--- src/rtl/datapath.sv ---
// 32-bit single-bus CPU datapath: register file, PC/HI/LO/MAR/MDR/Y/InPort, 64-bit Z and a combinational ALU.
// Define DATAPATH_MULDIV_EN to add signed MUL (01111) and DIV (10000); otherwise those opcodes load zero.
module datapath #(
    parameter int DATA_W = 32
) (
    input  logic              clock,
    input  logic              clear,
    input  logic              R0in,  R1in,  R2in,  R3in,  R4in,  R5in,  R6in,  R7in,
    input  logic              R8in,  R9in,  R10in, R11in, R12in, R13in, R14in, R15in,
    input  logic              PCin,
    input  logic              HIin,
    input  logic              LOin,
    input  logic              MARin,
    input  logic              MDRin,
    input  logic              Yin,
    input  logic              Zin,
    input  logic              InPortIn,
    input  logic              R0out, R1out, R2out, R3out, R4out, R5out, R6out, R7out,
    input  logic              R8out, R9out, R10out, R11out, R12out, R13out, R14out, R15out,
    input  logic              PCout,
    input  logic              HIout,
    input  logic              LOout,
    input  logic              ZHighOut,
    input  logic              ZLowOut,
    input  logic              MDRout,
    input  logic              InPortOut,
    input  logic              incPC,
    input  logic              read,
    input  logic [4:0]        opcode,
    input  logic [DATA_W-1:0] Mdatain,
    input  logic [DATA_W-1:0] InPortData,
    output logic [DATA_W-1:0] BusMuxOut,
    output logic [DATA_W-1:0] MARout
);

    localparam logic [4:0] OP_ADD = 5'b00011;
    localparam logic [4:0] OP_SUB = 5'b00100;
    localparam logic [4:0] OP_AND = 5'b00101;
    localparam logic [4:0] OP_OR  = 5'b00110;
    localparam logic [4:0] OP_SHR = 5'b00111;
    localparam logic [4:0] OP_SHL = 5'b01000;
    localparam logic [4:0] OP_ROR = 5'b01001;
    localparam logic [4:0] OP_ROL = 5'b01010;
    localparam logic [4:0] OP_NEG = 5'b10001;
    localparam logic [4:0] OP_NOT = 5'b10010;
`ifdef DATAPATH_MULDIV_EN
    localparam logic [4:0] OP_MUL = 5'b01111;
    localparam logic [4:0] OP_DIV = 5'b10000;
`endif

    logic [15:0]         r_in;
    logic [15:0]         r_out;
    logic [DATA_W-1:0]   gpr [16];
    logic [DATA_W-1:0]   pc, hi, lo, mar, mdr, y, inport, z_hi, z_lo;
    logic [DATA_W-1:0]   bus;

    logic signed [DATA_W-1:0]   alu_a, alu_b;
    logic [DATA_W-1:0]          alu_lo, alu_hi;
    logic [4:0]                 sh;
    logic [2*DATA_W-1:0]        rot;

    assign r_in  = {R15in, R14in, R13in, R12in, R11in, R10in, R9in, R8in,
                    R7in,  R6in,  R5in,  R4in,  R3in,  R2in,  R1in, R0in};
    assign r_out = {R15out, R14out, R13out, R12out, R11out, R10out, R9out, R8out,
                    R7out,  R6out,  R5out,  R4out,  R3out,  R2out,  R1out, R0out};

    // Bus source mux: lowest-numbered GPR wins, then the fixed special-register order.
    always_comb begin
        bus = '0;
        if (|r_out) begin
            for (int i = 15; i >= 0; i--) begin
                if (r_out[i]) bus = gpr[i];
            end
        end else if (HIout)     bus = hi;
        else if (LOout)         bus = lo;
        else if (ZHighOut)      bus = z_hi;
        else if (ZLowOut)       bus = z_lo;
        else if (PCout)         bus = pc;
        else if (MDRout)        bus = mdr;
        else if (InPortOut)     bus = inport;
    end

    assign BusMuxOut = bus;
    assign MARout    = mar;

    assign alu_a = $signed(y);
    assign alu_b = $signed(bus);
    assign sh    = alu_b[4:0];

`ifdef DATAPATH_MULDIV_EN
    logic signed [2*DATA_W-1:0] prod;
    logic signed [DATA_W-1:0]   quot, rem;

    assign prod = $signed({{DATA_W{alu_a[DATA_W-1]}}, alu_a}) *
                  $signed({{DATA_W{alu_b[DATA_W-1]}}, alu_b});
    assign quot = (alu_b == '0) ? '0 : alu_a / alu_b;
    assign rem  = (alu_b == '0) ? '0 : alu_a % alu_b;
`endif

    // Rotates use a doubled operand so a zero amount needs no special case.
    always_comb begin
        alu_lo = '0;
        alu_hi = '0;
        rot    = '0;
        case (opcode)
            OP_ADD: alu_lo = alu_a + alu_b;
            OP_SUB: alu_lo = alu_a - alu_b;
            OP_AND: alu_lo = alu_a & alu_b;
            OP_OR:  alu_lo = alu_a | alu_b;
            OP_SHR: alu_lo = alu_a >> sh;
            OP_SHL: alu_lo = alu_a << sh;
            OP_ROR: begin
                rot    = {alu_a, alu_a} >> sh;
                alu_lo = rot[DATA_W-1:0];
            end
            OP_ROL: begin
                rot    = {alu_a, alu_a} << sh;
                alu_lo = rot[2*DATA_W-1:DATA_W];
            end
            OP_NEG: alu_lo = -alu_b;
            OP_NOT: alu_lo = ~alu_b;
`ifdef DATAPATH_MULDIV_EN
            OP_MUL: {alu_hi, alu_lo} = prod;
            OP_DIV: begin
                alu_lo = quot;
                alu_hi = rem;
            end
`endif
            default: ;
        endcase
    end

    always_ff @(posedge clock or negedge clear) begin
        if (!clear) begin
            for (int i = 0; i < 16; i++) gpr[i] <= '0;
            pc     <= '0;
            hi     <= '0;
            lo     <= '0;
            mar    <= '0;
            mdr    <= '0;
            y      <= '0;
            inport <= '0;
            z_hi   <= '0;
            z_lo   <= '0;
        end else begin
            for (int i = 0; i < 16; i++) begin
                if (r_in[i]) gpr[i] <= bus;
            end
            if (incPC)          pc <= pc + 1'b1;
            else if (PCin)      pc <= bus;
            if (HIin)           hi <= bus;
            if (LOin)           lo <= bus;
            if (MARin)          mar <= bus;
            if (MDRin)          mdr <= read ? Mdatain : bus;
            if (Yin)            y <= bus;
            if (InPortIn)       inport <= InPortData;
            if (Zin) begin
                z_hi <= alu_hi;
                z_lo <= alu_lo;
            end
        end
    end

endmodule

--- config.mk ---
export PLATFORM = sky130hd
export DESIGN_NAME = datapath
export DESIGN_NICKNAME = d
export VERILOG_FILES = /design/src/rtl/datapath.sv
export SDC_FILE = /design/constraint.sdc
export NUM_CORES = 2
export LEC_CHECK = 0
export BUFFER_PORTS_ARGS = -buffer_cell sky130_fd_sc_hd__buf_2
export CAP_MARGIN = 5
export CORE_UTILIZATION = 30
export CTS_BUF_LIST = sky130_fd_sc_hd__clkbuf_8
export DETAILED_ROUTE_END_ITERATION = 8
export GPL_TIMING_DRIVEN = 0
export MAX_ROUTING_LAYER = met4
export SYNTH_ARGS = -nofsm -noshare
export SYNTH_HDL_FRONTEND = slang
export SYNTH_SLANG_ARGS = --single-unit
--- constraint.sdc ---
create_clock -name clock -period 9.19 [get_ports clock]
set_input_delay 0.919 -clock clock [delete_from_list [all_inputs] [get_ports clock]]
set_output_delay 0.919 -clock clock [all_outputs]
set_load 0.05 [all_outputs]
==> summary.md <==
| Metric | Value |
|---|---|
| Post-Syn Area | 42000 µm² |
| Slew @ Worst Pin | 1.47 ns |
| # setup viols final | 0 |
| GR Layer Usage met2 | 46.1% |
| Leakage | 18.9 nW |
| Clock Tree Buf Depth | 3 |
| Io pins | 184 |
| Stages on worst setup path | 26 |
| Crit path from | R4out |
| Post-DR vias/cell | 6.11 |
| Cell family with most CP delay | compound AO/OA/AOI/OAI gates |
| Routability cong. | 1.06 |
| Arr. time, crit path | 9.78 ns |
| Initial Util | 30.4% |
| Core Box Area | 138000 µm² |
| Number of cell rows | 136 |
| Simple-Gate Fraction of Synth Area | 13.4% |
| R2R setup slack | 0.41 ns |
| Die Area | 141000 µm² |
| Clk_lat worst skew | 0.89 ns |
| Via count | 42400 |
| Final period util | 98.3% |
| WL/cell | 31.9 µm |
| Cell Pwr Density | 247 nW/µm² |
| RSZ-0062 raised after global routing | no |
| Worst hold path class | in2async |
| Synth area leaders | dfrtp_1 46%, a21oi_1 8.6%, nor2_1 6.3% |
| Slowest cell delay on critical path | 1.03 ns |
| CP required | 9.94 ns |
| Slew Limit Fails | 0 |
| Clock Pin Slew Worst Setup and Hold Paths | 0.06 ns |
| First-pass GRT wire length | 305000 µm |
| TritonCTS clock tree | done |
| Synth Area in Compound Gates | 24.2% |
| Post-synth top flop | dfrtp_1 |
| CTS Sinks | 768 |
| Syn Area/Cell | 9.03 µm² |
| Critical setup path kind | in2reg |
| DRT Pass-1 Iters | 9 |
| Largest family of logic cells by synthesized area | compound AO/OA/AOI/OAI gates |
| Global route hottest layer | met2 |
| Synth top area share | 45.8% |
| Share of cells above drive strength 1 | 12.3% |
| Vias in the first global route | 39900 |
| Cells after synthesis | 4647 |
| DR iter-0 viols | 6356 |
| GR Util met1 | 37.4% |
| Die Wd | 376 µm |
| Final nets | 5118 |
| Overall Power | 11.9 mW |
| Port bufs | 150 |
| Inst Count DP | 6680 |
| CP Buf/Inv Count | 3 |
| Final hold vios | 0 |
| Tmin final | 9.03 ns |
| Crit start category | input pin |
| Worst vdd ir | 118 µV |
| Critical path's slowest cell | a211oi_2 |
| H-tree depth | 4 |
| Fmax achieved | 0.111 GHz |
| Critical Path Fanout Max | 10 |
| Initial antenna violation count | 24 |
| Pre-CTS setup slack | -2.67 ns |
| Cts bufs inserted | 140 |
| Most common cell in the synthesized netlist | dfrtp_1 |
| Pin count of the biggest net entering global routing | 119 |
| Total Wirelength | 221000 µm |
| Crit. End Element | flip-flop |
| Multi-input logic area | 20800 µm² |
| Area grow syn2layout | 15.0% |
| Remaining DRCs | 2 |
| HPWL reported at the end of detailed placement | 165000 µm |
| Post-Synth Adder-Cell Area | 1.12% |
| Post-synthesis mux area share | 8.84% |
| Fillers | 14400 |
| Met3 usage | 8.05% |
| Reg area | 19200 µm² |
| Setup slack after layout | 0.160 ns |
| Vert. Die Dim | 376 µm |
| Seq cells post-synth | 768 |
| R2R Path End | z_lo[30] |
| Library cells used by synthesis | 89 |
| Max_cap viols | 1 |
| Outcome | finished with violations |
| Async SR Flop Fraction | 100% |
| Failing checks | DRC, capacitance limit |
| Syn nets | 4804 |
| Sequential-to-total area share from yosys stat | 45.8% |
| Synth Warn # | 0 |
| Worst slew margin | 1.42% |
| Most instantiated cells after synthesis | 768 x dfrtp_1, 718 x a21oi_1, 708 x nor2_1 |
| GRT Total Usage | 31.2% |
| Worst r2r src | gpr[290] |
| Cell accounting for the most synthesized area | dfrtp_1 |
| CTS Hold Bufs | 0 |
| Total gr overflow | 0 |
| R2R depth | 23 |
| EDFF count, synth | 0 |
| Synth Area in XOR/XNOR | 1.69% |
| Final std cells w/o fill | 6938 |
| Final Skew | 0.0719 ns |
| Critical Path End | z_lo[30] |
| Most Frequent Cell on Critical Path | and3_1 |
| Clk root buf | clkbuf_8 |
| Antenna viol nets, final | 0 |
[per-layer routing]
layer	routed length (µm)	part of all wire, %
met1	82900	37
met4	17000	7.7
met3	23900	11
met2	97500	44
met5	0	0
[registers in the layout (all words and copies together), names as in the netlist]
name / count
gpr: 512
MARout: 32
alu_a: 32
hi: 32
inport: 32
lo: 32
mdr: 32
pc: 32
z_lo: 32
[cell type report]
cell class                 count  share of cell area [%]
clock buffer                 159                    4.54
sequential                   768                    39.8
clock inverter                76                   0.998
tap                         1863                    4.83
multi-input combinational   3351                    43.1
antenna                       21                   0.109
buffer                       445                    3.62
timing repair buffer         173                    2.37
inverter                      82                   0.638
[cells by family (layout without fill, tap and decap cells)]
family	after synthesis	in the layout
fa+ha+maj	37	37
other cells	0	21
mux	349	349
xor+xnor	81	81
flops	768	768
compound gates	1601	1601
simple gates	1283	1283
buf+inv	528	935
[cells in the final DEF, fill, tap and decap left out, types with 123 or more instances in the layout]
| cell | Yosys | routed |
|---|---|---|
| dfrtp_1 | 768 | 768 |
| nand2_1 | 255 | 255 |
| mux2i_1 | 187 | 187 |
| a221oi_1 | 143 | 142 |
| a21oi_1 | 718 | 717 |
| mux2_2 | 160 | 160 |
| nor2_1 | 708 | 708 |
| buf_2 | 40 | 191 |
| clkbuf_8 | 0 | 159 |
| clkbuf_1 | 340 | 337 |
| inv_1 | 71 | 123 |
| o21ai_0 | 207 | 207 |
[worst min-delay path by stage]
stage | start | endpoint | cells past startpoint
after floorplan | z_lo[11] | z_lo[11] | 1
after global placement | hi[24] | hi[24] | 1
after detailed placement | hi[24] | hi[24] | 1
after CTS | clear | gpr[159] | 1
after global routing | clear | gpr[93] | 1
final | clear | gpr[94] | 1
[power by group]
part | switching (mW) | internal, mW | total (mW) | leakage (nW)
clock | 1.60 | 1.67 | 3.27 | 1.56
sequential | 0.541 | 4.01 | 4.55 | 8.37
combinational | 2.90 | 1.20 | 4.09 | 9.00
[stage by stage]
step | utilization [%] | cell area, µm² | hold slack [ns] | TNS [ns]
final | 34.9 | 48300 | 0.106 | 0
after global routing | 34.9 | 48200 | 0.156 | 0
after detailed placement | 32.9 | 45500 | 0.492 | -41.88
after CTS | 34.9 | 48200 | 0.0872 | 0
after global placement | 32.6 | 45000 | 0.483 | -7479.70
after floorplan | - | 42000 | 0.459 | 0
[timing repair]
item,in CTS,in global routing
setup endpoints to repair,21,9
pin swaps,0,1
hold endpoints to repair,0,0
gates resized for setup,4,6
buffers inserted,0,1
(Power assumes the default switching activity.)
